**src/rtl/jpeg_pkg.sv**
```systemverilog
// Shared pixel types and constants for the JPEG front-end stages.
package jpeg_pkg;

  localparam int unsigned PIX_W        = 24;
  localparam int unsigned BLK_PIX      = 64;
  localparam int unsigned CONV_LATENCY = 3;

  // RGB pixel as carried on the input stream: {B,G,R}
  typedef struct packed {
    logic [7:0] b;
    logic [7:0] g;
    logic [7:0] r;
  } pixel_rgb_t;

  // YCbCr pixel as produced by the converter: {Cr,Cb,Y}
  typedef struct packed {
    logic [7:0] cr;
    logic [7:0] cb;
    logic [7:0] y;
  } pixel_ycc_t;

endpackage

```
**src/rtl/sync_fifo.sv**
```systemverilog
// Single-clock FIFO with synchronous reset and flush; pushes into a full FIFO are ignored.
module sync_fifo #(
  parameter int unsigned WIDTH = 24,
  parameter int unsigned DEPTH = 8
) (
  input  logic                         clk,
  input  logic                         rst,
  input  logic                         flush_i,
  input  logic                         push_i,
  input  logic [WIDTH-1:0]             data_i,
  input  logic                         pop_i,
  output logic [WIDTH-1:0]             data_o,
  output logic [$clog2(DEPTH+1)-1:0]   count_o,
  output logic                         full_o,
  output logic                         empty_o
);

  localparam int unsigned AW = (DEPTH > 1) ? $clog2(DEPTH) : 1;
  localparam int unsigned CW = $clog2(DEPTH + 1);

  logic [WIDTH-1:0] mem_q [DEPTH];
  logic [AW-1:0]    wr_ptr_q, wr_ptr_d;
  logic [AW-1:0]    rd_ptr_q, rd_ptr_d;
  logic [CW-1:0]    count_q, count_d;
  logic             wr_en, rd_en;

  assign full_o  = (count_q == CW'(DEPTH));
  assign empty_o = (count_q == '0);
  assign count_o = count_q;
  assign data_o  = mem_q[rd_ptr_q];

  // Pointer and occupancy update; flush discards everything held
  always_comb begin
    wr_en    = push_i && !full_o;
    rd_en    = pop_i && !empty_o;
    wr_ptr_d = wr_ptr_q;
    rd_ptr_d = rd_ptr_q;
    count_d  = count_q;
    if (flush_i) begin
      wr_ptr_d = '0;
      rd_ptr_d = '0;
      count_d  = '0;
    end else begin
      if (wr_en) wr_ptr_d = wr_ptr_q + AW'(1);
      if (rd_en) rd_ptr_d = rd_ptr_q + AW'(1);
      count_d = count_q + CW'(wr_en) - CW'(rd_en);
    end
  end

  // Storage write; contents need no reset since count gates visibility
  always_ff @(posedge clk) begin
    if (wr_en && !flush_i) mem_q[wr_ptr_q] <= data_i;
  end

  // Control state register
  always_ff @(posedge clk) begin
    if (rst) begin
      wr_ptr_q <= '0;
      rd_ptr_q <= '0;
      count_q  <= '0;
    end else begin
      wr_ptr_q <= wr_ptr_d;
      rd_ptr_q <= rd_ptr_d;
      count_q  <= count_d;
    end
  end

endmodule

```
**src/rtl/ycc_stream_ctrl.sv**
```systemverilog
// Credit-based flow controller around the non-stallable rgb2ycrcb converter,
// with an output FIFO and 8x8 block / frame tagging of the result stream.
module ycc_stream_ctrl
  import jpeg_pkg::*;
#(
  parameter int unsigned LATENCY    = CONV_LATENCY,
  parameter int unsigned FIFO_DEPTH = 8,
  parameter int unsigned NUM_BLOCKS = 4800
) (
  input  logic       clk,
  input  logic       rst,
  input  logic       s_valid,
  output logic       s_ready,
  input  pixel_rgb_t s_data,
  input  logic       abort,
  output logic       conv_enable,
  output pixel_rgb_t conv_data_in,
  input  logic       conv_enable_out,
  input  pixel_ycc_t conv_data_out,
  output logic       m_valid,
  input  logic       m_ready,
  output pixel_ycc_t m_data,
  output logic       m_sof,
  output logic       m_eob,
  output logic       m_eof,
  output logic       busy,
  output logic       err_ovf
);

  localparam int unsigned CW = $clog2(FIFO_DEPTH + 1);
  localparam int unsigned PW = $clog2(BLK_PIX);
  localparam int unsigned BW = (NUM_BLOCKS > 1) ? $clog2(NUM_BLOCKS) : 1;

  if (FIFO_DEPTH < 2 || (FIFO_DEPTH & (FIFO_DEPTH - 1)) != 0 || FIFO_DEPTH <= LATENCY) begin : g_cfg_check
    $error("ycc_stream_ctrl: FIFO_DEPTH must be a power of two greater than LATENCY");
  end

  logic [CW-1:0] in_flight_q, in_flight_d;
  logic [CW-1:0] drop_cnt_q, drop_cnt_d;
  logic [PW-1:0] pix_cnt_q, pix_cnt_d;
  logic [BW-1:0] blk_cnt_q, blk_cnt_d;
  logic          err_ovf_q, err_ovf_d;

  logic [CW:0]   occ;
  logic [CW-1:0] fifo_count;
  logic          fifo_full, fifo_empty;
  logic [PIX_W-1:0] fifo_head;
  logic          issue, ret, push_req, pop;
  logic          last_pix, last_blk;

  // Credit check uses registered occupancy only, so m_ready never reaches s_ready
  always_comb begin
    occ          = (CW+1)'(in_flight_q) + (CW+1)'(fifo_count);
    s_ready      = !rst && !abort && (occ < (CW+1)'(FIFO_DEPTH));
    issue        = s_valid && s_ready;
    conv_enable  = issue;
    conv_data_in = issue ? s_data : '0;
    ret          = conv_enable_out;
    push_req     = ret && (drop_cnt_q == '0) && !abort;
    m_valid      = !fifo_empty;
    pop          = m_valid && m_ready && !abort;
    m_data       = m_valid ? pixel_ycc_t'(fifo_head) : '0;
    last_pix     = (pix_cnt_q == PW'(BLK_PIX - 1));
    last_blk     = (blk_cnt_q == BW'(NUM_BLOCKS - 1));
    m_sof        = m_valid && (pix_cnt_q == '0) && (blk_cnt_q == '0);
    m_eob        = m_valid && last_pix;
    m_eof        = m_valid && last_pix && last_blk;
    busy         = (in_flight_q != '0) || (fifo_count != '0);
    err_ovf      = err_ovf_q;
  end

  // Next-state for credit, drop, tag and error registers
  always_comb begin
    in_flight_d = in_flight_q + CW'(issue) - CW'(ret);
    drop_cnt_d  = drop_cnt_q;
    pix_cnt_d   = pix_cnt_q;
    blk_cnt_d   = blk_cnt_q;
    err_ovf_d   = err_ovf_q || (push_req && fifo_full);
    if (abort) begin
      drop_cnt_d = in_flight_q - CW'(ret);
      pix_cnt_d  = '0;
      blk_cnt_d  = '0;
    end else begin
      if (ret && (drop_cnt_q != '0)) drop_cnt_d = drop_cnt_q - CW'(1);
      if (pop) begin
        pix_cnt_d = pix_cnt_q + PW'(1);
        if (last_pix) blk_cnt_d = last_blk ? '0 : blk_cnt_q + BW'(1);
      end
    end
  end

  // Controller state register
  always_ff @(posedge clk) begin
    if (rst) begin
      in_flight_q <= '0;
      drop_cnt_q  <= '0;
      pix_cnt_q   <= '0;
      blk_cnt_q   <= '0;
      err_ovf_q   <= 1'b0;
    end else begin
      in_flight_q <= in_flight_d;
      drop_cnt_q  <= drop_cnt_d;
      pix_cnt_q   <= pix_cnt_d;
      blk_cnt_q   <= blk_cnt_d;
      err_ovf_q   <= err_ovf_d;
    end
  end

  sync_fifo #(
    .WIDTH (PIX_W),
    .DEPTH (FIFO_DEPTH)
  ) u_fifo (
    .clk     (clk),
    .rst     (rst),
    .flush_i (abort),
    .push_i  (push_req),
    .data_i  (conv_data_out),
    .pop_i   (pop),
    .data_o  (fifo_head),
    .count_o (fifo_count),
    .full_o  (fifo_full),
    .empty_o (fifo_empty)
  );

endmodule
```
**config.mk**
```make
export PLATFORM = sky130hd
export DESIGN_NAME = ycc_stream_ctrl
export DESIGN_NICKNAME = d
export VERILOG_FILES = /design/src/rtl/jpeg_pkg.sv /design/src/rtl/sync_fifo.sv /design/src/rtl/ycc_stream_ctrl.sv
export SDC_FILE = /design/constraint.sdc
export NUM_CORES = 1
export LEC_CHECK = 0
export ABC_AREA = 1
export BUFFER_PORTS_ARGS = -buffer_cell sky130_fd_sc_hd__clkbuf_2
export CAP_MARGIN = 20
export CORE_UTILIZATION = 40
export DETAILED_ROUTE_END_ITERATION = 10
export RECOVER_POWER = 100
export SYNTH_ARGS = -nofsm -noshare
export SYNTH_HDL_FRONTEND = slang
export SYNTH_HIERARCHICAL = 1
export SYNTH_SLANG_ARGS = --single-unit
export TNS_END_PERCENT = 30
```
**constraint.sdc**
```tcl
create_clock -name clk -period 2.6 [get_ports clk]
set_clock_uncertainty 0.1 [all_clocks]
set_input_delay 0.13 -clock clk [delete_from_list [all_inputs] [get_ports clk]]
set_output_delay 0.13 -clock clk [all_outputs]
set_load 0.05 [all_outputs]
```
==> impl_metrics.ini <==
[sta]
tightest_slew_ns = 0.6459
hold_ws_ns = 0.02997
fmax_ghz = 0.3994
hold_viol_final = 0
finalSetupViolCount = 0
timing.final.crit_period_ns = 2.504
fin_crit_sh_pct = 96.29
fin_ws_ns = 0.09634
slew_headroom_pct = 57.12
rsz0062_at_grt = true
drv_slew = 0

[placed_design]
dp_hpwl_mm = 14.98
dpl_worst_slack_ns = 0.2701
placed_cell_area_um2 = 12450
gp_congestion = 0.8166
io_buffers = 109

[pwr]
peakVddDrop_v = 0.0004129
static-leakage-power_nw = 6.151
power.total_mw = 8.345
power_density_nw_per_um2 = 621.9

[clocking]
postCtsSetupBuffers = 0
cts_buffer_depth = 3
root_buffer = clkbuf_16
cts_max_level = 1
cts_tree = built
clock-sinks = 233
clk_latency_ns = 0.52
clkTransAtPathRegs_ns = 0.06
cts_made_buffers = 26

[synthesis]
synth.avg_cell_area_um2 = 8.921
ys_seq_area_share_pct = 58.09
ys_types = 38
yosys_warnings = 6
synth-seq-cells = 233
synth_area_um2 = 11340
syn-num-nets = 1349
synthCells = 1271

[floorplanning]
dieWidth_um = 170.4
initial_core_util_pct = 40.70
num_rows = 61
die_y_um = 170.4
io_pins = 110
dieArea_um2 = 29020
core_area_um2 = 27860

[worst_setup_path]
critical_path.top_delay_family = buffers and inverters
cp-end-kind = output port
cp_cell_sequence = buf_4, ha_1, nand3_1, nand2_1, nand2_1, nand2_2, inv_2, nand2_4, buf_6, nor2_1, clkbuf_2
crit_path_start_kind = register
critical_path_depth = 11
reg2reg_depth = 15
worst_path_max_delay_cell = buf_6
required_ns = 2.37
arrival_ns = 2.27
path_buf_inv = 4
slowest_delay_ns = 0.35
critPathMaxFanout = 24
cpMostUsedCell = nand2_1
worstSetupPathType = reg2out

[final_layout]
drive_above_1_share_pct = 13.24
multi_input_area_um2 = 3471
mostFrequentLayoutCells = nand2_1 (427), inv_1 (248), edfxtp_1 (192)
stdcell_area_um2 = 13420
layout.nets = 1503
layout_commonest_cell = nand2_1
area_delta_synth_final_pct = 18.34
fill_cells = 2671
seq_area_um2 = 6591

[global_route]
grt_pass1_vias = 7787
antenna_found_initial = 1
grt_use_total_pct = 16.94
grt_pass1_wl_mm = 38.78
grt_max_degree = 57
grt_overflow = 0

[drt]
drtIter0Drc = 482
wirelength_mm = 23.73
dr.pass1.iters = 5
detail-route-antenna-nets = 0
wl_per_cell_um = 13.02
drc_errors = 0
via_per_inst = 4.482
vias = 8166

[worst_hold_path]
hold_path.class = in2reg
min_path_cells = 4

[job]
maxCapViolCount = 0

[outcome]
status = completed
## per-layer routing
layer	global-route usage, %	up-vias	share of wire [%]
li1	-	4260	-
met1	20.98	3692	44
met2	30.35	182	49
met3	2.953	32	5.0
met4	4.309	0	1.4
met5	0	-	0
## cells in the mapped netlist (all sizes together)
cell    count  area, um^2
dfxtp      41       820.8
edfxtp    192        5766
a31oi       2       12.51
inv       255       964.7
buf        36       261.5
a21oi      26       130.1
fa          2       40.04
ha         22       275.3
nor2      114       604.3
o21a        1       7.510
o211ai      1       7.510
nand2     432        1660
nand3b      2       15.01
nor3        7       45.04
or2         2       12.51
nand3     101       510.5
clkbuf      6       22.52
nand4       4       25.02
xnor2       2       17.52
o21ai      18       93.84
clkinv      1       16.27
nor4        2       12.51
xor2        2       17.52
## final cells by class
cell class / count / area share, %
Sequential cell: 233 / 49.12
Multi-Input combinational cell: 740 / 25.87
Timing Repair Buffer: 168 / 8.029
Inverter: 256 / 7.339
Clock buffer: 30 / 5.119
Tap cell: 378 / 3.525
Clock inverter: 16 / 0.9791
Antenna cell: 1 / 0.01865
## state kept, by name, indices dropped and copies added, names as in the netlist, named ones only
signal	flops
u_fifo/rd_ptr_q	3
blk_cnt_q	13
pix_cnt_q	6
u_fifo/count_o	4
drop_cnt_q	4
in_flight_q	4
u_fifo/wr_ptr_q	3
u_fifo/mem_q	192
err_ovf	1
## power breakdown
| part | leakage [nW] | internal [mW] | switching, mW | total (mW) |
|---|---|---|---|---|
| registers | 2.06 | 4.09 | 0.0327 | 4.12 |
| clock network | 0.405 | 2.08 | 1.44 | 3.52 |
| logic | 3.69 | 0.229 | 0.480 | 0.709 |
## metrics by stage
step | utilization [%] | cells | TNS (ns)
after global placement | 44.70 | 1747 | 0
after detailed placement | 44.70 | 1747 | 0
final | 48.17 | 1822 | 0
after floorplan | - | 1271 | -19.06
after CTS | 48.71 | 1821 | 0
after global routing | 48.16 | 1821 | -0.3317
## kinds of logic (layout without fill, tap and decap cells)
family,count (synthesis),in the layout,share of synthesized area (%)
xor+xnor,4,4,0.3090
buf+inv,298,470,11.16
other cells,0,1,0
flops,233,233,58.09
compound gates,48,48,2.218
fa+ha+maj,24,24,2.781
simple gates,664,664,25.45
## final timing paths
| check | startpoint | end | slack (ns) |
|---|---|---|---|
| setup / recovery | u_fifo/count_o[1] | conv_data_in[3] | 0.1 |
| hold / removal | abort | drop_cnt_q[3] | 0.03 |
| setup reg to reg | drop_cnt_q[0] | u_fifo/count_o[2] | 0.18 |
| hold reg to reg | err_ovf | err_ovf | 0.35 |
## repair_timing
action                                 in CTS  in global routing
hold buffers                               28                  0
pin swaps                                   0                  1
gates resized for setup                     4                 26
endpoints found under the hold margin     207                  0
setup endpoints to repair                  30                 28
## worst min-delay path: stages
cell	delay, ns
clkbuf_2	0.29
a21oi_1	0.07
o21ai_0	0.06
a21oi_1	0.06
(Power assumes the default switching activity.)
